`src/rtl/read_address_sequencer_if.sv`:
```
// Handshake bundle between the buffer writer, the read-address sequencer and the consumer.
interface read_address_sequencer_if #(
    parameter int MaxAddress = 20,
    parameter int bitwidth   = 5
);
    logic                wr_valid;
    logic [bitwidth-1:0] wr_address;
    logic                flush;
    logic                rd_ready;
    logic                rd_valid;
    logic [bitwidth-1:0] rd_address;
    logic [bitwidth:0]   fill_level;
    logic                empty;
    logic                full;
    logic                overflow;
    logic                seq_error;

    modport master (
        output wr_valid, wr_address, flush, rd_ready,
        input  rd_valid, rd_address, fill_level, empty, full, overflow, seq_error
    );

    modport slave (
        input  wr_valid, wr_address, flush, rd_ready,
        output rd_valid, rd_address, fill_level, empty, full, overflow, seq_error
    );
endinterface

```
`src/rtl/read_address_sequencer.sv`:
```
// Tracks a sequential write-address stream and replays the same addresses to a
// consumer over valid/ready, with occupancy, status and sticky error flags.
module read_address_sequencer #(
    parameter int MaxAddress = 20,
    parameter int bitwidth   = 5
) (
    input  logic                     clock_i,
    input  logic                     reset_i,
    read_address_sequencer_if.slave  bus
);
    localparam logic [bitwidth-1:0] MAX_A = bitwidth'(MaxAddress);
    localparam logic [bitwidth:0]   DEPTH = (bitwidth+1)'(MaxAddress + 1);

    typedef enum logic [1:0] {EMPTY, ACTIVE, FULL} state_t;

    state_t              state_q;
    logic [bitwidth-1:0] wr_ptr_q, wr_ptr_d;
    logic [bitwidth-1:0] rd_ptr_q, rd_ptr_d;
    logic [bitwidth:0]   count_q, count_d;
    logic                overflow_q, overflow_d;
    logic                seq_err_q, seq_err_d;
    logic                rd_valid_w, rd_fire;

    function automatic logic [bitwidth-1:0] inc(input logic [bitwidth-1:0] p);
        return (p == MAX_A) ? '0 : p + 1'b1;
    endfunction

    // Status decodes come only from the registered state, never from inputs.
    assign rd_valid_w     = (state_q != EMPTY);
    assign rd_fire        = rd_valid_w && bus.rd_ready && !bus.flush;
    assign bus.rd_valid   = rd_valid_w;
    assign bus.empty      = (state_q == EMPTY);
    assign bus.full       = (state_q == FULL);
    assign bus.rd_address = rd_ptr_q;
    assign bus.fill_level = count_q;
    assign bus.overflow   = overflow_q;
    assign bus.seq_error  = seq_err_q;

    always_comb begin
        wr_ptr_d   = bus.wr_valid ? inc(wr_ptr_q) : wr_ptr_q;
        seq_err_d  = seq_err_q | (bus.wr_valid && (bus.wr_address != wr_ptr_q));
        rd_ptr_d   = rd_ptr_q;
        count_d    = count_q;
        overflow_d = overflow_q;
        if (bus.flush) begin
            // A write in the flush cycle still moves wr_ptr but is dropped.
            count_d  = '0;
            rd_ptr_d = wr_ptr_d;
        end else if (bus.wr_valid && !rd_fire) begin
            if (count_q == DEPTH) begin
                rd_ptr_d   = inc(rd_ptr_q);
                overflow_d = 1'b1;
            end else begin
                count_d = count_q + 1'b1;
            end
        end else if (rd_fire) begin
            rd_ptr_d = inc(rd_ptr_q);
            if (!bus.wr_valid) count_d = count_q - 1'b1;
        end
    end

    always_ff @(posedge clock_i) begin
        if (!reset_i) begin
            state_q    <= EMPTY;
            wr_ptr_q   <= '0;
            rd_ptr_q   <= '0;
            count_q    <= '0;
            overflow_q <= 1'b0;
            seq_err_q  <= 1'b0;
        end else begin
            wr_ptr_q   <= wr_ptr_d;
            rd_ptr_q   <= rd_ptr_d;
            count_q    <= count_d;
            overflow_q <= overflow_d;
            seq_err_q  <= seq_err_d;
            if (bus.flush) begin
                state_q <= EMPTY;
            end else begin
                case (state_q)
                    EMPTY:   if (bus.wr_valid)
                                 state_q <= (count_d == DEPTH) ? FULL : ACTIVE;
                    ACTIVE:  if (count_d == DEPTH)   state_q <= FULL;
                             else if (count_d == '0) state_q <= EMPTY;
                    FULL:    if (rd_fire && !bus.wr_valid)
                                 state_q <= (count_d == '0) ? EMPTY : ACTIVE;
                    default: state_q <= EMPTY;
                endcase
            end
        end
    end
endmodule
```
`src/flat_wrapper.sv`:
```
// flat-port wrapper written by rule: the top's interface ports become plain ports
module read_address_sequencer_flat 
#(
    parameter int MaxAddress = 20,
    parameter int bitwidth   = 5
)
  (clock_i, reset_i, bus_wr_valid, bus_wr_address, bus_flush, bus_rd_ready, bus_rd_valid, bus_rd_address, bus_fill_level, bus_empty, bus_full, bus_overflow, bus_seq_error);
  read_address_sequencer_if #(.MaxAddress(MaxAddress), .bitwidth(bitwidth)) bus_i ();
  input  logic clock_i;
  input  logic reset_i;
  input wire logic [$bits(bus_i.wr_valid)-1:0] bus_wr_valid;
  input wire logic [$bits(bus_i.wr_address)-1:0] bus_wr_address;
  input wire logic [$bits(bus_i.flush)-1:0] bus_flush;
  input wire logic [$bits(bus_i.rd_ready)-1:0] bus_rd_ready;
  output wire logic [$bits(bus_i.rd_valid)-1:0] bus_rd_valid;
  output wire logic [$bits(bus_i.rd_address)-1:0] bus_rd_address;
  output wire logic [$bits(bus_i.fill_level)-1:0] bus_fill_level;
  output wire logic [$bits(bus_i.empty)-1:0] bus_empty;
  output wire logic [$bits(bus_i.full)-1:0] bus_full;
  output wire logic [$bits(bus_i.overflow)-1:0] bus_overflow;
  output wire logic [$bits(bus_i.seq_error)-1:0] bus_seq_error;
  assign bus_i.wr_valid = bus_wr_valid;
  assign bus_i.wr_address = bus_wr_address;
  assign bus_i.flush = bus_flush;
  assign bus_i.rd_ready = bus_rd_ready;
  assign bus_rd_valid = bus_i.rd_valid;
  assign bus_rd_address = bus_i.rd_address;
  assign bus_fill_level = bus_i.fill_level;
  assign bus_empty = bus_i.empty;
  assign bus_full = bus_i.full;
  assign bus_overflow = bus_i.overflow;
  assign bus_seq_error = bus_i.seq_error;
  read_address_sequencer #(.MaxAddress(MaxAddress), .bitwidth(bitwidth)) u_core (.clock_i(clock_i), .reset_i(reset_i), .bus(bus_i));
endmodule
```
`config.mk`:
```
export PLATFORM = sky130hd
export DESIGN_NAME = read_address_sequencer_flat
export DESIGN_NICKNAME = d
export VERILOG_FILES = /design/src/rtl/read_address_sequencer_if.sv /design/src/rtl/read_address_sequencer.sv /design/src/flat_wrapper.sv
export SDC_FILE = /design/constraint.sdc
export NUM_CORES = 1
export LEC_CHECK = 0
export CELL_PAD_IN_SITES_DETAIL_PLACEMENT = 1
export CELL_PAD_IN_SITES_GLOBAL_PLACEMENT = 1
export CORE_MARGIN = 2
export CORE_UTILIZATION = 24
export CTS_CLUSTER_DIAMETER = 200
export DETAILED_ROUTE_END_ITERATION = 6
export PLACE_DENSITY_LB_ADDON = 0.1
export SLEW_MARGIN = 10
export SYNTH_ARGS = -nofsm -noshare
export SYNTH_HDL_FRONTEND = slang
export SYNTH_SLANG_ARGS = --single-unit
```
`constraint.sdc`:
```
create_clock -name clock_i -period 4.4 [get_ports clock_i]
set_input_delay 0.88 -clock clock_i [delete_from_list [all_inputs] [get_ports clock_i]]
set_output_delay 0.88 -clock clock_i [all_outputs]
set_load 0.005 [all_outputs]
```
# Word level (Yosys, flattened, before mapping)
# Cells that the tools add are included.
# word_totals
output_inout_bits,16
in_bits,10
register_bits,20
# op_classes
bitwise_logic,3
addsub,4
reduce_logical,16
n_eq_ne,11
n_mux,19
# op_table
operator,count
two-way mux 5 bit,7
two-way mux 6 bit,5
== test 6 x 5 -> 1 bit (second input constant),2
adder 5 x 1 -> 5 bit (second input constant),2
== test 5 bit (second input constant),2
two-way mux 2 bit,5
adder 6 x 1 -> 6 bit (second input constant),1
zero test 6 bit,1
one-hot mux 2 bit (3 select lines),1
AND reduction 3 bit,2
subtractor 6 x 1 -> 6 bit (second input constant),1
logical AND 1 bit,5
inequality test 5 bit,1
zero test 1 bit,3
inequality test 3 x 1 -> 1 bit (second input constant),1
inequality test 3 bit (second input constant),1
nonzero test 3 bit,1
== test 2 x 1 -> 1 bit (second input constant),1
== test 2 bit (second input constant),1
zero test 2 bit,1
inequality test 2 x 1 -> 1 bit (second input constant),1
inequality test 2 bit (second input constant),1
inverter 1 bit,2
AND reduction 2 bit,1
4 further kinds,4

# Depth between registers and ports, before layout
# depth
word_depth,11
depth_mapped,9
mapped_depth_nobuf,8

# Worst setup path before layout
# Ideal clock, no wire load.
# synth_timing
path_type,input -> register
startpoint,in bus_flush
endpoint,reg u_core.state_q[1]
t_arrival_ps,2026
path_slack_ps,2279
required_time_ps,4304
cell_stages,8
cell_sequence,buf_4 inv_2 buf_2 a31oi_1 a311oi_1 a311oi_2 nand3_1 o41ai_2
# synth_between
elab_chain_len,10
# synth_lines
element,line_no,text
start: declaration,flat_wrapper.sv:13,input wire logic [$bits(bus_i.flush)-1:0] bus_flush;
zero test 1 bit,read_address_sequencer.sv:30,assign rd_fire = rd_valid_w && bus.rd_ready && !bus.flush;
logical AND 1 bit,read_address_sequencer.sv:30,
zero test 1 bit,read_address_sequencer.sv:49,end else if (bus.wr_valid && !rd_fire) begin
logical AND 1 bit,read_address_sequencer.sv:49,
two-way mux 6 bit,read_address_sequencer.sv:49,
two-way mux 6 bit,read_address_sequencer.sv:45,if (bus.flush) begin
== test 6 x 5 -> 1 bit,"read_address_sequencer.sv:81, read_address_sequencer.sv:82",
two-way mux 2 bit,read_address_sequencer.sv:81,state_q <= (count_d == DEPTH) ? FULL : ACTIVE;
two-way mux 2 bit,read_address_sequencer.sv:80,EMPTY: if (bus.wr_valid)
one-hot mux 2 bit (3 select lines),read_address_sequencer.sv:79,case (state_q)
end signal: assignment,read_address_sequencer.sv:81,
end signal: assignment,read_address_sequencer.sv:85,state_q <= (count_d == '0) ? EMPTY : ACTIVE;
end: declaration,read_address_sequencer.sv:16,state_t state_q;
# Parallel ways exist; a longest one is shown, timed or not. The select of a mux whose other input is x is not followed.
# A chain may end at the register's enable or synchronous reset.

# Final worst setup path
# layout_timing
startpoint,in bus_wr_valid
endpoint,reg u_core.rd_ptr_q[2] (netlist: u_core.bus.rd_address[2])
# layout_between
elab_chain_len,3
# layout_lines
element,line_no,text
start: declaration,flat_wrapper.sv:11,input wire logic [$bits(bus_i.wr_valid)-1:0] bus_wr_valid;
logical AND 1 bit,read_address_sequencer.sv:49,
inequality test 3 bit (no line) (tied with other cells),--,
AND reduction 2 bit (no line) / two-way mux 5 bit (equally long branches),--,
end signal: assignment,read_address_sequencer.sv:72,rd_ptr_q <= rd_ptr_d;
end: declaration,read_address_sequencer.sv:18,"logic [bitwidth-1:0] rd_ptr_q, rd_ptr_d;"
# Parallel ways exist; a longest one is shown, timed or not.

==> flow_summary_export.csv <==
group,metric,value,unit
critical_path,cp-end-kind,"register",
synthesis,synth_area_leaders,"dfxtp_1 (28%), ha_1 (6.1%), xnor2_1 (3.7%)",
die,die_w,81.1,µm
layout,fin_nets,201,
timing,relSlewSlack,51.7,%
timing,rsz0062_at_grt,"false",
route,via_count,1289,
synthesis,yosys_register_bits,20,
critical_path,critical_path.max_fanout,16,
placement,gp_congestion,0.754,
global_routing,grt_start_max_net_pins,17,
global_routing,antenna_found_initial,0,
timing,fin_crit,3060,ps
layout,antenna_cells,0,
power,leakage,0.652,nW
timing,clock_skew,4.77,ps
die,die_h,81.1,µm
die,initial_core_util,24.5,%
synthesis,yosysSeqAreaShare,28.1,%
clock_tree,clockRootBuffer,"clkbuf_8",
clock_tree,cts-hold-fix-buffers,0,
die,io_pins,26,
layout,area.growth.synth_to_final,23.5,%
synthesis,synth.largest_area_cell,"dfxtp_1",
clock_tree,clock_sinks,20,
route,drt_iter0_drc,47,
placement,portBuffers,25,
synthesis,synth-edff-count,0,
layout,drive_above_1_share,12.1,%
synthesis,synth_area,1430,µm²
route,drcViolationCount,0,
route,viasPerCell,5.02,
synthesis,avgSynthCellArea,8.80,µm²
status,status,"finished, final reports clean",
global_routing,grt_pass1_vias,1373,
critical_path,cp.required,4560,ps
clock_tree,clk_latency,260,ps
hold_path,worstHoldPathType,"register to register",
synthesis,ys_warn_count,0,
clock_tree,path_clk_slew,80,ps
clock_tree,post_cts.repair.setup_buffers,0,
timing,tns,0,ps
route,ant_nets,0,
clock_tree,clockBufferDepth,2,
global_routing,grt_pass1_wl,7020,µm
placement,dp_hpwl,3130,µm
global_routing,grtUsageTotal,14.0,%
power,p_per_area,235,nW/µm²
layout,final_common_cell,"clkdlybuf4s50_1",
route,wl_per_cell,16.0,µm
die,core_area,5820,µm²
critical_path,arrival,3210,ps
timing,slew_viol_final,0,
placement,dp_slack,1070,ps
die,rows,28,
clock_tree,cts_buffers,3,
run,maxCapViolCount,0,
timing,fin_crit_sh,69.5,%
timing,finalSetupViolCount,0,
critical_path,cp-start-kind,"input port",
route,first_pass_iters,4,
synthesis,synth-async-reset-ratio,0,%
route,routed_wl,4110,µm
timing,timing.final.ws_setup,1340,ps
synthesis,ys_types,55,
synthesis,syn_nets,179,
global_routing,gr-total-overflow,0,
die,die_area,6580,µm²
clock_tree,cts_tree,"done",
timing,tightest_slew,723,ps
synthesis,synth_ff_type,"dfxtp_1",
clock_tree,post_cts_resized,0,
layout,n_fill_cell,698,
layout,final_cell_mix,"clkdlybuf4s50_1 (25), dfxtp_1 (20), inv_1 (10)",
critical_path,critical_path_class,"input port to register",
power,worst_ir_drop_vdd,112,µV
synthesis,synth_top_cell_area_share,28.1,%
timing,hold_viol,0,
clock_tree,cts.htree.levels,1,
timing,max_freq,327,MHz
synthesis,syn_inst,162,
==> cell type report <==
class | instances | area, µm² | share of cell area, %
multi-input cells | 122 | 931 | 52.8
inverters | 12 | 45.0 | 2.56
clock buffers | 3 | 41.3 | 2.34
flip-flops and latches | 20 | 400 | 22.7
repair buffers | 25 | 250 | 14.2
well taps | 75 | 93.8 | 5.33
==> synth_stat cells, types with 4 or more instances <==
master     n
ha_1       7
inv_1     10
xor2_1     4
o21ai_0    6
nand4_1    4
xnor2_1    6
o211ai_1   4
buf_2      4
a21oi_1    7
nor2_1     8
dfxtp_1   20
nand3_1    7
nand2_1    9
nor2b_1    8
==> worst max-delay path: stages <==
cell and delay (ps):
clkdlybuf4s50_1 940, inv_2 230, o311ai_2 720, o21ai_0 190, a22oi_1 180, nor2b_1 60
==> registers in the layout, summed over array words and instances, names as in the netlist <==
name,cells
u_core.bus.overflow,1
u_core.bus.fill_level,6
u_core.wr_ptr_q,5
u_core.state_q,2
u_core.bus.seq_error,1
u_core.bus.rd_address,5
==> where the power goes <==
| group | switching (mW) | internal, mW |
|---|---|---|
| sequential | 0.0108 | 0.188 |
| combinational | 0.0439 | 0.0434 |
| clock | 0.0668 | 0.0611 |
==> cell families (layout without fill, tap and decap cells) <==
kind of cell / Yosys count / count (layout) / synth area share [%]
and+or+nand+nor: 56 / 56 / 23.3
AOI/OAI and AO/OA: 45 / 45 / 25.5
DFF: 20 / 20 / 28.1
buffers and inverters: 20 / 40 / 6.67
xor gates and xnor gates: 10 / 10 / 6.14
adders and majority gates: 7 / 7 / 6.14
muxes: 4 / 4 / 4.12
==> final timing paths <==
path / from / end / slack (ps) / cells past startpoint
setup / recovery: bus_wr_valid / u_core.bus.rd_address[2]$_SDFFE_PN0P_ / 1340 / 6
hold / removal: u_core.bus.seq_error$_SDFF_PN0_ / u_core.bus.seq_error$_SDFF_PN0_ / 480 / 1
setup reg to reg: u_core.bus.fill_level[0]$_SDFF_PN0_ / u_core.state_q[0]$_SDFFE_PP0P_ / 2210 / 7
hold reg to reg: u_core.bus.seq_error$_SDFF_PN0_ / u_core.bus.seq_error$_SDFF_PN0_ / 480 / 1
==> routing by layer <==
layer / GRT usage (%) / vias up / share of wire [%]
li1: - / 629 / -
met1: 18.8 / 639 / 49
met2: 22.9 / 17 / 49
met3: 2.11 / 4 / 1.6
met4: 4.24 / 0 / 0.93
met5: 0 / - / 0
==> through the flow <==
| stage | cells | hold WS, ps | power [mW] | util, % | instance area (µm²) |
|---|---|---|---|---|---|
| 2_1_floorplan | 162 | 464 | 0.254 | - | 1430 |
| 3_3_place_gp | 254 | 460 | 0.290 | 29.6 | 1720 |
| 3_5_place_dp | 254 | 464 | 0.292 | 29.6 | 1720 |
| 4_1_cts | 257 | 484 | 0.420 | 30.3 | 1760 |
| 5_1_grt | 257 | 514 | 0.442 | 30.3 | 1760 |
| 6_report | 257 | 476 | 0.414 | 30.3 | 1760 |
(Power assumes the default switching activity.)
==> edit 1: new RTL, config.mk and constraints unchanged <==
Make the reset (`reset_i`) asynchronous in one clocked block.
--- a/src/rtl/read_address_sequencer.sv
+++ b/src/rtl/read_address_sequencer.sv
@@ -59,7 +59,7 @@
         end
     end
 
-    always_ff @(posedge clock_i) begin
+    always_ff @(posedge clock_i or negedge reset_i) begin
         if (!reset_i) begin
             state_q    <= EMPTY;
             wr_ptr_q   <= '0;
Formal check against the unedited RTL: differs if reset_i is asserted again (counterexample within 4 cycles, from zero or initial values and one cycle with reset_i low); with reset_i held inactive, the same outputs for 10 cycles.
==> edit 1 against the original RTL <==
  * Synthesized area is 4.2% lower
  * Final area shrank 1.1%
  * Count of clock-buffer cells in the layout did not move
  * Sequential cell count unchanged
  * Non-clock buffer count grew 2
  * First-iteration DRC count increased by 47%
  * Wire length shrank 3.0%
  * Sequential share of layout area is 6.0 points higher
  * Setup slack better by 0.092 ns
  * Largest cell class unchanged
  * Highest routed layer unchanged
Power is not compared: it rests on default switching activity, and its combinational part moved more than twofold at a synthesized area within 25%.
==> edit 1: results (changes against the original RTL) <==
Finish
  – Layout cells sized above 1: 0.0805 (-0.0404)
  – FILL cells: 648 (-7.2%)

Route
  – Via count: 1,230 (-4.6%)
  – Avg WL per Cell: 16.2 um (+1.3%)
  – Initial DRC count: 69 (+47%)

Yosys
  – Synth area leaders: dfrtp_1, ha_1, o21ai_0, nor2_1, a21oi_1
  – Commonest cells in the synthesized netlist: dfrtp_1, o21ai_0, nor2_1
  – Syn Inst Count: 149 (-8.0%)
  – Yosys cell types: 49 (-11%)
  – Fraction of registers with async set/reset: 1.00 (+1.00)
  – Top_reg_cell synth: dfrtp_1
  – Synthesized Nets: 166 (-7.3%)

Place
  – DP Cell Count: 243 (-4.3%)
  – Placer Congestion: 0.722 (-4.2%)
  – Port Buffers: 25 (unchanged)
  – HPWL after detailed placement: 3.00 mm (-4.1%)

GRT
  – Vias in the first global route: 1,327 (-3.4%)
  – GRT Util Overall: 0.138 (-0.00116)
  – Largest net degree at the start of global routing: 21 (+4)
  – First-pass GRT wire length: 6.78 mm (-3.4%)

Setup path
  – Worst EP arrival: 3.09 ns (-0.12 ns)
  – Worst r2r dst: u_core.state_q[0]$_DFFE_PN0P_
  – R2r setup slk: 2.05 ns (-0.16 ns)
  – Crit path largest cell delay: 0.61 ns (-0.33 ns)
  – Worst R2R Path Depth: 8 (+1)
  – Critical R2R Launch: u_core.bus.fill_level[0]$_DFF_PN0_
  – Crit-path max FO: 10 (-6)

STA
  – Headroom to the max-slew limit: 0.320 (-0.196)
  – Skew final: 0.00711 ns (+0.00235 ns)

Status
  – Status: completed

Clocking
  – Post-CTS sizing: 0 (unchanged)
## edit 1: final cells by class
class / count / area (um^2) / area share
sequential: 20 / 500 / 0.287
timing repair buffer: 27 / 265 / 0.152
tap: 72 / 90.1 / 0.0517
clock buffer: 3 / 41.3 / 0.0237
multi-input combinational: 114 / 808 / 0.464
inverter: 10 / 37.5 / 0.0215
## edit 1: critical path: cells and delay by family
kind / cells / cell delay (ns)
muxes: 1 / 0.20
buffers and inverters: 1 / 0.61
AOI/OAI and AO/OA: 2 / 0.55
xor gates and xnor gates: 1 / 0.15
and+or+nand+nor: 2 / 0.70
## edit 1: worst min path at each step
stage / cells past startpoint / startpoint / to / slack [ns]
2_1_floorplan: 1 / u_core.bus.seq_error$_DFF_PN0_ / u_core.bus.seq_error$_DFF_PN0_ / 0.45
3_5_place_dp: 1 / u_core.bus.seq_error$_DFF_PN0_ / u_core.bus.seq_error$_DFF_PN0_ / 0.45
4_1_cts: 1 / u_core.bus.seq_error$_DFF_PN0_ / u_core.bus.seq_error$_DFF_PN0_ / 0.47
3_3_place_gp: 1 / u_core.bus.seq_error$_DFF_PN0_ / u_core.bus.seq_error$_DFF_PN0_ / 0.45
5_1_grt: 1 / u_core.bus.seq_error$_DFF_PN0_ / u_core.bus.seq_error$_DFF_PN0_ / 0.50
6_report: 1 / u_core.bus.seq_error$_DFF_PN0_ / u_core.bus.seq_error$_DFF_PN0_ / 0.47
## edit 1: kinds of logic after synthesis
family                     count (synthesis)  share of synthesized area
AOI/OAI and AO/OA                         42                      0.214
xor gates and xnor gates                   7                     0.0449
adders and majority gates                  7                     0.0641
buffers and inverters                     15                     0.0421
DFF                                       20                      0.366
muxes                                      4                     0.0330
and+or+nand+nor                           54                      0.235
## edit 1: power by group
| group | internal (W) | switching [W] |
|---|---|---|
| clock network | 0.0000611 | 0.0000624 |
| registers | 0.000234 | 0.0000809 |
| logic | 0.000164 | 0.000152 |
| total | 0.000458 | 0.000295 |
## edit 1: routing by layer
metal / vias up / wire [um] / GRT usage
li1: 595 / - / -
met1: 610 / 2050 / 0.197
met2: 21 / 1770 / 0.219
met3: 4 / 130 / 0.0271
met4: 0 / 31 / 0.0259
met5: - / 0 / 0
## edit 1: stage by stage
stage | instance area, um^2 | setup WS (ns) | util
2_1_floorplan | 1370 | 2.02 | -
3_3_place_gp | 1700 | 1.36 | 0.309
3_5_place_dp | 1700 | 1.20 | 0.309
4_1_cts | 1740 | 1.45 | 0.317
5_1_grt | 1740 | 1.29 | 0.317
6_report | 1740 | 1.44 | 0.317
==> edit 2: new RTL, same flow settings <==
Without the edit above. `bitwidth` is set to 5 in 3 places; all go to 10.
--- a/src/rtl/read_address_sequencer_if.sv
+++ b/src/rtl/read_address_sequencer_if.sv
@@ -1,7 +1,7 @@
 // Handshake bundle between the buffer writer, the read-address sequencer and the consumer.
 interface read_address_sequencer_if #(
     parameter int MaxAddress = 20,
-    parameter int bitwidth   = 5
+    parameter int bitwidth   = 10
 );
     logic                wr_valid;
     logic [bitwidth-1:0] wr_address;
--- a/src/rtl/read_address_sequencer.sv
+++ b/src/rtl/read_address_sequencer.sv
@@ -2,7 +2,7 @@
 // consumer over valid/ready, with occupancy, status and sticky error flags.
 module read_address_sequencer #(
     parameter int MaxAddress = 20,
-    parameter int bitwidth   = 5
+    parameter int bitwidth   = 10
 ) (
     input  logic                     clock_i,
     input  logic                     reset_i,
--- a/src/flat_wrapper.sv
+++ b/src/flat_wrapper.sv
@@ -2,7 +2,7 @@
 module read_address_sequencer_flat 
 #(
     parameter int MaxAddress = 20,
-    parameter int bitwidth   = 5
+    parameter int bitwidth   = 10
 )
   (clock_i, reset_i, bus_wr_valid, bus_wr_address, bus_flush, bus_rd_ready, bus_rd_valid, bus_rd_address, bus_fill_level, bus_empty, bus_full, bus_overflow, bus_seq_error);
   read_address_sequencer_if #(.MaxAddress(MaxAddress), .bitwidth(bitwidth)) bus_i ();
Interface: changed (resized bus_fill_level, bus_rd_address and bus_wr_address); port bits go from 26 to 41. The function was not compared with the original's and may differ.
==> edit 2 against the original RTL <==
  * Synthesized area grew 65%
  * Total power grew 79%
  * Non-clock buffer count grew 18
  * Count of clock-buffer cells in the layout grew 3
  * Sequential share of layout area grew 0.70 points
  * Final area grew 70%
  * Sequential cell count grew 15
  * Wire length grew 95%
  * Setup slack lost 0.21 ns
  * Critical path type unchanged
  * Critical endpoint is now u_core.state_q[0]$_SDFFE_PP0P_
  * Largest cell class unchanged
  * Largest power group unchanged
  * Highest routed layer unchanged
==> edit 2: results (changes against the original RTL) <==
STA
  – Headroom to the max-slew limit: 0.457 (-0.0600)
  – Skew final: 0.00920 ns (+0.00444 ns)

Pwr
  – VDD IR max: 0.103 mV (-8.3%)
  – Leakage: 1.10 nW (+69%)

Route
  – Routed WL: 8.02 mm (+95%)
  – Initial DRC count: 89 (+89%)
  – Via count: 2,395 (+86%)

Yosys
  – Synthesized Nets: 329 (+84%)
  – Commonest cells in the synthesized netlist: nor2_1, dfxtp_1, a21oi_1
  – Yosys cell types: 61 (+11%)

Status
  – Status: completed

Setup path
  – Crit path largest cell delay: 0.52 ns (-0.42 ns)
  – Worst EP arrival: 3.44 ns (+0.23 ns)
  – Kind of cell adding the most delay to the critical path: simple AND/OR/NAND/NOR gates

GRT
  – First-pass GRT wire length: 12.8 mm (+82%)
  – GRT Util Overall: 0.157 (+0.0170)
  – Met3 Usage GRT: 0.0271 (+0.00601)
  – Met1 global-route usage: 0.245 (+0.0568)
  – Met2 Use GR: 0.217 (-0.0121)
  – Largest net degree at the start of global routing: 25 (+8)

Clocking
  – Htree depth: 2 (+1)
  – Cts bufs inserted: 5 (+2)

Finish
  – Number of flip-flops in the largest register: 11 (+5)
  – # nets final: 363 (+81%)

Place
  – DP Cell Count: 467 (+84%)
  – HPWL after detailed placement: 5.95 mm (+90%)
-- edit 2: logic make-up after synthesis --
family	share of synthesized area
AND/OR/NAND/NOR	0.303
AO/OA/AOI/OAI	0.231
flip-flops	0.298
buffers and inverters	0.0548
XOR/XNOR	0.0670
adder cells (fa/ha/maj)	0.0372
multiplexers	0.00851
-- edit 2: report_power, final --
group          switching (W)  total, W  internal (W)
registers         0.00000916  0.000331      0.000322
clock network       0.000127  0.000311      0.000184
logic              0.0000554  0.000101     0.0000454
total               0.000192  0.000743      0.000551
-- edit 2: area by class of cell --
| cell class | instances | area, um^2 |
|---|---|---|
| clock inverters | 2 | 35.0 |
| flip-flops and latches | 35 | 701 |
| well taps | 133 | 166 |
| fillers | 1195 | 6650 |
| clock buffers | 6 | 82.6 |
| inverters | 16 | 60.1 |
| multi-input cells | 240 | 1520 |
| repair buffers | 43 | 423 |
-- edit 2: layer usage --
| metal | vias to the layer above | routed length (um) |
|---|---|---|
| met5 | - | 0 |
| met4 | 0 | 82 |
| met3 | 8 | 321 |
| met2 | 49 | 3190 |
| met1 | 1146 | 4420 |
| li1 | 1192 | - |
-- edit 2: worst reg2reg max path: cells and delay by family, from the launching register on --
kind | cells | cell delay, ns
AOI/OAI and AO/OA | 2 | 0.45
DFF | 1 | 0.41
adders and majority gates | 1 | 0.16
and+or+nand+nor | 5 | 1.53
buffers and inverters | 1 | 0.11
-- edit 2: path summary, 6_finish.rpt --
kind,start,to,slack (ns),cells past startpoint
min reg2reg,u_core.bus.seq_error$_SDFF_PN0_,u_core.bus.seq_error$_SDFF_PN0_,0.48,2
max,bus_wr_valid,u_core.state_q[0]$_SDFFE_PP0P_,1.13,8
max reg2reg,u_core.bus.fill_level[1]$_SDFF_PN0_,u_core.state_q[0]$_SDFFE_PP0P_,1.63,9
min,u_core.bus.seq_error$_SDFF_PN0_,u_core.bus.seq_error$_SDFF_PN0_,0.48,2
-- edit 2: metrics by stage --
| stage | cell area, um^2 | hold WS, ns | setup slack [ns] | util |
|---|---|---|---|---|
| 6_report | 2990 | 0.480 | 1.13 | 0.310 |
| 5_1_grt | 2990 | 0.538 | 0.938 | 0.310 |
| 4_1_cts | 2990 | 0.491 | 1.15 | 0.310 |
| 3_5_place_dp | 2870 | 0.469 | 0.848 | 0.298 |
| 3_3_place_gp | 2870 | 0.466 | 0.838 | 0.298 |
| 2_1_floorplan | 2350 | 0.460 | 1.53 | - |
